## config.mk

```make
export PLATFORM = sky130hd
export DESIGN_NAME = piece_queue
export DESIGN_NICKNAME = d
export VERILOG_FILES = /design/src/rtl/piece_queue.sv
export SDC_FILE = /design/constraint.sdc
export NUM_CORES = 1
export LEC_CHECK = 0
export CAP_MARGIN = 20
export CELL_PAD_IN_SITES_DETAIL_PLACEMENT = 0
export CELL_PAD_IN_SITES_GLOBAL_PLACEMENT = 1
export CORE_ASPECT_RATIO = 0.7
export CORE_MARGIN = 2
export CORE_UTILIZATION = 36
export DETAILED_ROUTE_END_ITERATION = 10
export GPL_ROUTABILITY_DRIVEN = 0
export GPL_TIMING_DRIVEN = 0
export PLACE_DENSITY_LB_ADDON = 0.12
export SYNTH_ARGS = -nofsm -noshare
export SYNTH_HDL_FRONTEND = slang
export SYNTH_SLANG_ARGS = --single-unit
```

## constraint.sdc

```tcl
create_clock -name i_clk -period 1.8 [get_ports i_clk]
set_clock_uncertainty 0.15 [all_clocks]
set_input_delay 0.27 -clock i_clk [delete_from_list [all_inputs] [get_ports i_clk]]
set_output_delay 0.27 -clock i_clk [all_outputs]
set_load 0.01 [all_outputs]
```

## src/rtl/piece_queue.sv

```systemverilog
// Upcoming-piece FIFO between the piece generator and the game controller, with a
// one-piece preview. Optional reroll-once filter enabled by defining NO_REPEAT_EN.
module piece_queue #(
  parameter int DEPTH   = 4,
  parameter int PIECE_W = 3
) (
  input  logic                       i_clk,
  input  logic                       i_reset,
  input  logic                       i_gen_ready,
  input  logic [PIECE_W-1:0]         i_gen_piece,
  input  logic                       i_flush,
  input  logic                       i_pop,
  output logic                       o_cur_valid,
  output logic [PIECE_W-1:0]         o_cur_piece,
  output logic                       o_next_valid,
  output logic [PIECE_W-1:0]         o_next_piece,
  output logic [$clog2(DEPTH):0]     o_count,
  output logic                       o_full
);

  localparam int PTR_W = $clog2(DEPTH);
  localparam int CNT_W = PTR_W + 1;

  logic [PIECE_W-1:0] r_mem [DEPTH];
  logic [PTR_W-1:0]   r_rd_ptr;
  logic [PTR_W-1:0]   r_wr_ptr;
  logic [CNT_W-1:0]   r_count;

  logic               w_full;
  logic               w_pop_acc;
  logic               w_legal;
  logic               w_space;
  logic               w_accept;
  logic               w_push_acc;
  logic [PTR_W-1:0]   w_rd_nxt;

  assign w_full     = (r_count == CNT_W'(DEPTH));
  assign w_pop_acc  = i_pop & (r_count != '0);
  // gen_piece may be X when gen_ready is low; qualify before comparing
  assign w_legal    = i_gen_ready & (i_gen_ready ? (i_gen_piece != '1) : 1'b0);
  assign w_space    = ~w_full | w_pop_acc;
  assign w_push_acc = w_legal & w_accept & w_space;
  assign w_rd_nxt   = r_rd_ptr + PTR_W'(1);

`ifdef NO_REPEAT_EN
  logic [PIECE_W-1:0] r_last_piece;
  logic               r_last_valid;
  logic               r_rejected;

  assign w_accept = ~(r_last_valid & ~r_rejected & (i_gen_piece == r_last_piece));

  always_ff @(posedge i_clk) begin
    if (i_reset || i_flush) begin
      r_last_piece <= '0;
      r_last_valid <= 1'b0;
      r_rejected   <= 1'b0;
    end else begin
      if (w_push_acc) begin
        r_last_piece <= i_gen_piece;
        r_last_valid <= 1'b1;
      end
      // only offers that would otherwise fit influence the reroll flag
      if (w_legal && w_space)
        r_rejected <= ~w_accept;
    end
  end
`else
  assign w_accept = 1'b1;
`endif

  always_ff @(posedge i_clk) begin
    if (i_reset) begin
      r_rd_ptr <= '0;
      r_wr_ptr <= '0;
      r_count  <= '0;
      for (int i = 0; i < DEPTH; i++)
        r_mem[i] <= '0;
    end else if (i_flush) begin
      r_rd_ptr <= '0;
      r_wr_ptr <= '0;
      r_count  <= '0;
    end else begin
      if (w_push_acc) begin
        r_mem[r_wr_ptr] <= i_gen_piece;
        r_wr_ptr        <= r_wr_ptr + PTR_W'(1);
      end
      if (w_pop_acc)
        r_rd_ptr <= w_rd_nxt;
      case ({w_push_acc, w_pop_acc})
        2'b10:   r_count <= r_count + CNT_W'(1);
        2'b01:   r_count <= r_count - CNT_W'(1);
        default: r_count <= r_count;
      endcase
    end
  end

  // Outputs decode registered state only; no input-to-output path.
  assign o_cur_valid  = (r_count != '0);
  assign o_next_valid = (r_count >= CNT_W'(2));
  assign o_cur_piece  = o_cur_valid  ? r_mem[r_rd_ptr] : '0;
  assign o_next_piece = o_next_valid ? r_mem[w_rd_nxt] : '0;
  assign o_count      = r_count;
  assign o_full       = w_full;

endmodule

```

Word level (Yosys, flattened, before mapping)
Memory sizes are Yosys's and may differ from the RTL's. A register that Yosys moved wholly into a read port is not among the register bits.
Index checks and enable logic that the tools add are counted.
{"block": "word_totals", "regBits": 7, "ramBits": 12, "out_inout_bits": 12, "elab_cells": 37, "n_memories": 1}
{"memory": "r_mem", "words": 4, "width": 3, "rd": 2, "rd_ports_with_merged_regs": 1, "write_ports": 4, "line": "24", "rtl": "logic [PIECE_W-1:0] r_mem [DEPTH];"}
{"block": "op_classes", "addsub": 4, "order_cmp": 1, "eq_ne": 4, "mux": 15, "n_bitwise": 5, "reduce_logical": 4}
{"op": "2-to-1 mux 3 bit", "count": 3}
{"op": "2-to-1 mux 1 bit", "count": 8}
{"op": "2-to-1 mux 2 bit", "count": 3}
{"op": "one-hot mux 3 bit (2 select lines)", "count": 1}
{"op": "adder 2 x 1 -> 2 bit (second input constant)", "count": 2}
{"op": "adder 3 x 1 -> 3 bit (second input constant)", "count": 1}
{"op": "AND 1 bit", "count": 3}
{"op": "equality test 3 bit (second input constant)", "count": 1}
{"op": ">= comparator 3 x 2 -> 1 bit (second input constant)", "count": 1}
{"op": "inequality test 3 bit (second input constant)", "count": 1}
{"op": "nonzero test 3 bit", "count": 1}
{"op": "OR reduction 3 bit", "count": 1}
{"op": "subtractor 3 x 1 -> 3 bit (second input constant)", "count": 1}
{"op": "equality test 2 x 1 -> 1 bit (second input constant)", "count": 1}
{"op": "equality test 2 bit (second input constant)", "count": 1}
{"op": "nonzero test 2 bit", "count": 1}
{"op": "OR reduction 2 bit", "count": 1}
{"op": "NOT 1 bit", "count": 1}
{"op": "bitwise OR 1 bit", "count": 1}

Logic depth before layout (Yosys ltp)
{"block": "depth", "word_depth": 10, "depth_mapped": 8, "depth_no_buf": 8}

Least setup slack after synthesis
OpenSTA, ideal clock, no wires.
{"block": "synth_timing", "path_kind": "register -> register", "from": "register r_count[2] (netlist: o_count[2])", "to": "memory r_mem[2][0] (enable)", "arrival_time_ps": 1610, "slack_ps": -213, "path_stages_with_launch": 6, "n_path_buf": 1, "synth_period_minus_slack_ps": 2013, "cell_sequence": "dfxtp_1 or4b_4 and3_4 buf_6 nor2b_4 a31o_1"}
{"element": "start, declared", "line": "27", "rtl": "logic [CNT_W-1:0] r_count;"}
{"element": "start signal, assigned", "line": "90", "rtl": "2'b10: r_count <= r_count + CNT_W'(1);"}
{"element": "start signal, assigned", "line": "91", "rtl": "2'b01: r_count <= r_count - CNT_W'(1);"}
{"element": "start signal, assigned", "line": "92", "rtl": "default: r_count <= r_count;"}
{"element": "end, declared", "line": "24"}

Final worst setup path
{"block": "layout_timing", "from": "register r_count[0] (netlist: o_count[0])", "to": "register r_count[1] (netlist: o_count[1])"}
{"block": "layout_via", "elab_chain_cells": 6, "word_cells_on_any_way": 12, "classes_between": "add/sub: 2; eq/ne: 3; mux: 1; bitwise: 4; reduce/logical: 2"}
{"element": "nonzero test 3 bit / equality test 3 bit (equally long branches)", "line": "38, 37"}
{"element": "AND 1 bit / NOT 1 bit (equally long branches)", "line": "38, 41"}
{"element": "bitwise OR 1 bit", "line": "41", "rtl": "assign w_space = ~w_full | w_pop_acc;"}
{"element": "AND 1 bit", "line": "42", "rtl": "assign w_push_acc = w_legal & w_accept & w_space;"}
{"element": "equality test 2 x 1 -> 1 bit / equality test 2 bit (equally long branches)", "line": "89", "rtl": "case ({w_push_acc, w_pop_acc})"}
{"element": "one-hot mux 3 bit (2 select lines) / nonzero test 2 bit (equally long branches)"}
Parallel ways exist; a longest one is shown, timed or not.
A chain may end at the register's enable or synchronous reset.

==> flow_summary.yaml <==
run_status:
  outcome: "complete, but fails checks"
  failed_checks: "setup timing"
die:
  fp-row-count: 17
  ios: 20
  die_h_um: 52.38
  start_util: 0.3798
  coreArea_sq_um: 3169
  die_w_um: 73.11
  die-area_sq_um: 3830
placed_design:
  dp_cells: 171
  port_buffers: 18
  dp_hpwl_um: 2048
  dp_worst_setup_slack_ps: -745.3
  post_dp_cell_area_sq_um: 1450
setup_path:
  worst-path-max-fanout: 4
  startpoint: "o_count[0]"
  r2r-start: "o_count[0]"
  r2r_setup_slack_ps: -100
  crit_path_end: "o_count[1]"
  cp_slowest_cell: "fa_1"
  path_cells: "nor3_4 > inv_2 > nand3_2 > fa_1 > nor2_1 > o41ai_2 > a211oi_2"
  worstSetupEndpointType: "flip-flop"
  crit_type: "reg -> reg"
  slowest_delay_ps: 440
  r2r_end: "o_count[1]"
  worstPathArrival_ps: 1930
  crit_required_ps: 1830
  critPathLaunchType: "flip-flop"
  reg2reg_depth: 7
sta:
  fin_ws_ps: -101.4
  fmax_mhz: 525.9
  hold_viol: 0
  finalSetupViolations: 24
  final.min_clock_period_ps: 1901
  slew_viol_final: 0
  worstMarginPinSlew_ps: 492.2
  tns_ps: -1417
  timing.final.crit_share: 1.056
  grt_setup_unrepaired: "true"
  slew-limit-headroom: 0.6719
global_route:
  grt_max_degree: 12
  gr-usage-all-layers: 0.1802
  gr-usage-met3: 0.04808
  antenna_found_initial: 0
  top_usage_layer: "met1"
  gr-total-overflow: 0
  grt_use_met2: 0.2598
  grt_pass1_wl_um: 5016
  grt_pass1_vias: 958
  grt_use_met1: 0.2674
run:
  max_cap_violations: 0
synthesis:
  synthArstFlopShare: 0
  synth_edf_count: 12
  muxShareOfSynthArea: 0.1123
  syn_inst: 115
  synth_compound_area_frac: 0.1071
  ys.flop_type: "edfxtp_1"
  synth_top_family_by_area: "simple AND/OR/NAND/NOR gates"
  synth_warnings: 0
  synth_seq_cells: 21
  synth_cell_types: 31
  ys_seq_area_frac: 0.4491
  syn_area_sq_um: 1204
  synth_xor_area_frac: 0.03638
  syn_nets: 124
  yosys.area_share.adder: 0.01663
  synthSimpleGateAreaFrac: 0.2225
  synth_area_per_cell_sq_um: 10.47
final_layout:
  area_growth_syn_to_layout_pct: 45.22
  drive_gt1_frac: 0.4636
  diodes: 0
  stdcell_count: 189
  final_area_sq_um: 1748
  layout.nets: 161
power_and_ir_drop:
  ir_worst_vdd_mv: 0.4383
  p_per_area_nw_per_um2: 876.5
  finalPower_uw: 1532
  leakage_uw: 0.0006766
route:
  drc: 0
  vias: 1028
  routed_wl_um: 3100
  wl_per_cell_um: 16.40
  antenna_left: 0
  drt-vias-per-instance: 5.439
  drt_iter0_drc: 110
  first_pass_iters: 6
cts:
  cts.hold.buffers_added: 0
  cts_tree: "built"
  clkSlewWorstSetupHoldPaths_ps: 80
  cts_buffer_depth: 2
  numCtsBuffers: 3
  cts.sinks: 21
  clkLatencyLatePin_ps: 260
  clockRootBuffer: "clkbuf_8"
  cts.htree.levels: 1
min_path:
  worstHoldPathType: "in -> reg"
-- logic make-up after synthesis --
logic type                 after synthesis
adders and majority gates                1
and+or+nand+nor                         50
xor gates and xnor gates                 5
AOI/OAI and AO/OA                       16
muxes                                    6
DFF                                     21
buffers and inverters                   16
-- cell usage after synthesis (2+ instances only) --
| master | count | area share |
|---|---|---|
| nor3_1 | 4 | 0.017 |
| nand3_1 | 8 | 0.033 |
| edfxtp_1 | 12 | 0.30 |
| and2_1 | 7 | 0.036 |
| nor2_1 | 15 | 0.047 |
| nand2_1 | 6 | 0.019 |
| or2_2 | 2 | 0.010 |
| inv_1 | 9 | 0.028 |
| mux4_2 | 6 | 0.11 |
| a31oi_1 | 2 | 0.010 |
| xnor2_1 | 3 | 0.022 |
| xor2_1 | 2 | 0.015 |
| nand4_1 | 3 | 0.016 |
| dfxtp_1 | 9 | 0.15 |
| clkbuf_1 | 6 | 0.019 |
| a31o_1 | 4 | 0.029 |
| o2111ai_1 | 2 | 0.015 |
| o211ai_1 | 2 | 0.012 |
-- per-layer routing --
metal,vias to the layer above,part of all wire
met3,4,0.048
li1,494,-
met2,35,0.45
met5,-,0
met1,495,0.50
met4,0,0.0065
-- final cells by class --
| type | count | area (sq um) |
|---|---|---|
| clock buffers | 4 | 45.04 |
| plain buffers | 4 | 18.77 |
| multi-input cells | 78 | 730.7 |
| fillers | 276 | 1421 |
| well taps | 38 | 47.55 |
| flip-flops and latches | 21 | 559.3 |
| inverters | 9 | 33.78 |
| repair buffers | 35 | 312.8 |
-- power by group --
group | leakage [uW] | switching [uW] | internal (uW)
sequential | 0.000201 | 40.6 | 544
clock | 0.0000228 | 159 | 158
combinational | 0.000453 | 287 | 344
total | 0.000677 | 486 | 1050
-- through the flow --
step,hold WS [ps],utilization
floorplan,382.8,-
global placement,409.3,0.4576
detailed placement,412.3,0.4576
CTS,395.2,0.5184
global route,425.8,0.5515
finish,415.4,0.5515
-- worst min-delay path by stage --
stage	slack, ps	from	cells past startpoint	end
floorplan	380	i_reset	1	r_mem[0][0]
global placement	410	o_count[2]	2	o_count[2]
detailed placement	410	o_count[2]	2	o_count[2]
CTS	400	i_gen_piece[0]	3	r_mem[3][0]
global route	430	i_gen_piece[0]	3	r_mem[3][0]
finish	420	i_gen_ready	4	r_wr_ptr[1]
-- critical path, delay by kind of cell (launching register included) --
family / cells / cell delay [ps]
and+or+nand+nor: 3 / 500
adders and majority gates: 1 / 440
DFF: 1 / 370
AOI/OAI and AO/OA: 2 / 280
buffers and inverters: 1 / 80
-- flip-flops by register name, indices dropped and copies added, names as in the netlist, named ones only --
signal / count
r_rd_ptr: 2
o_count: 3
r_mem: 12
r_wr_ptr: 2
-- layout by cell type, fill, tap and decap left out, drive strengths merged, types with 6 or more instances in the layout --
cell and count:
and2 8, buf 23, clkbuf 9, dfxtp 9, edfxtp 12, inv 9, mux4 6, nand2 6
nand3 8, nor2 15
-- timing repair --
action                     CTS  global route
pin swaps                   14             9
buffers inserted            13             4
setup endpoints to repair   35            36
gates resized for setup     55            23
Power figures use the tool's default switching activity.
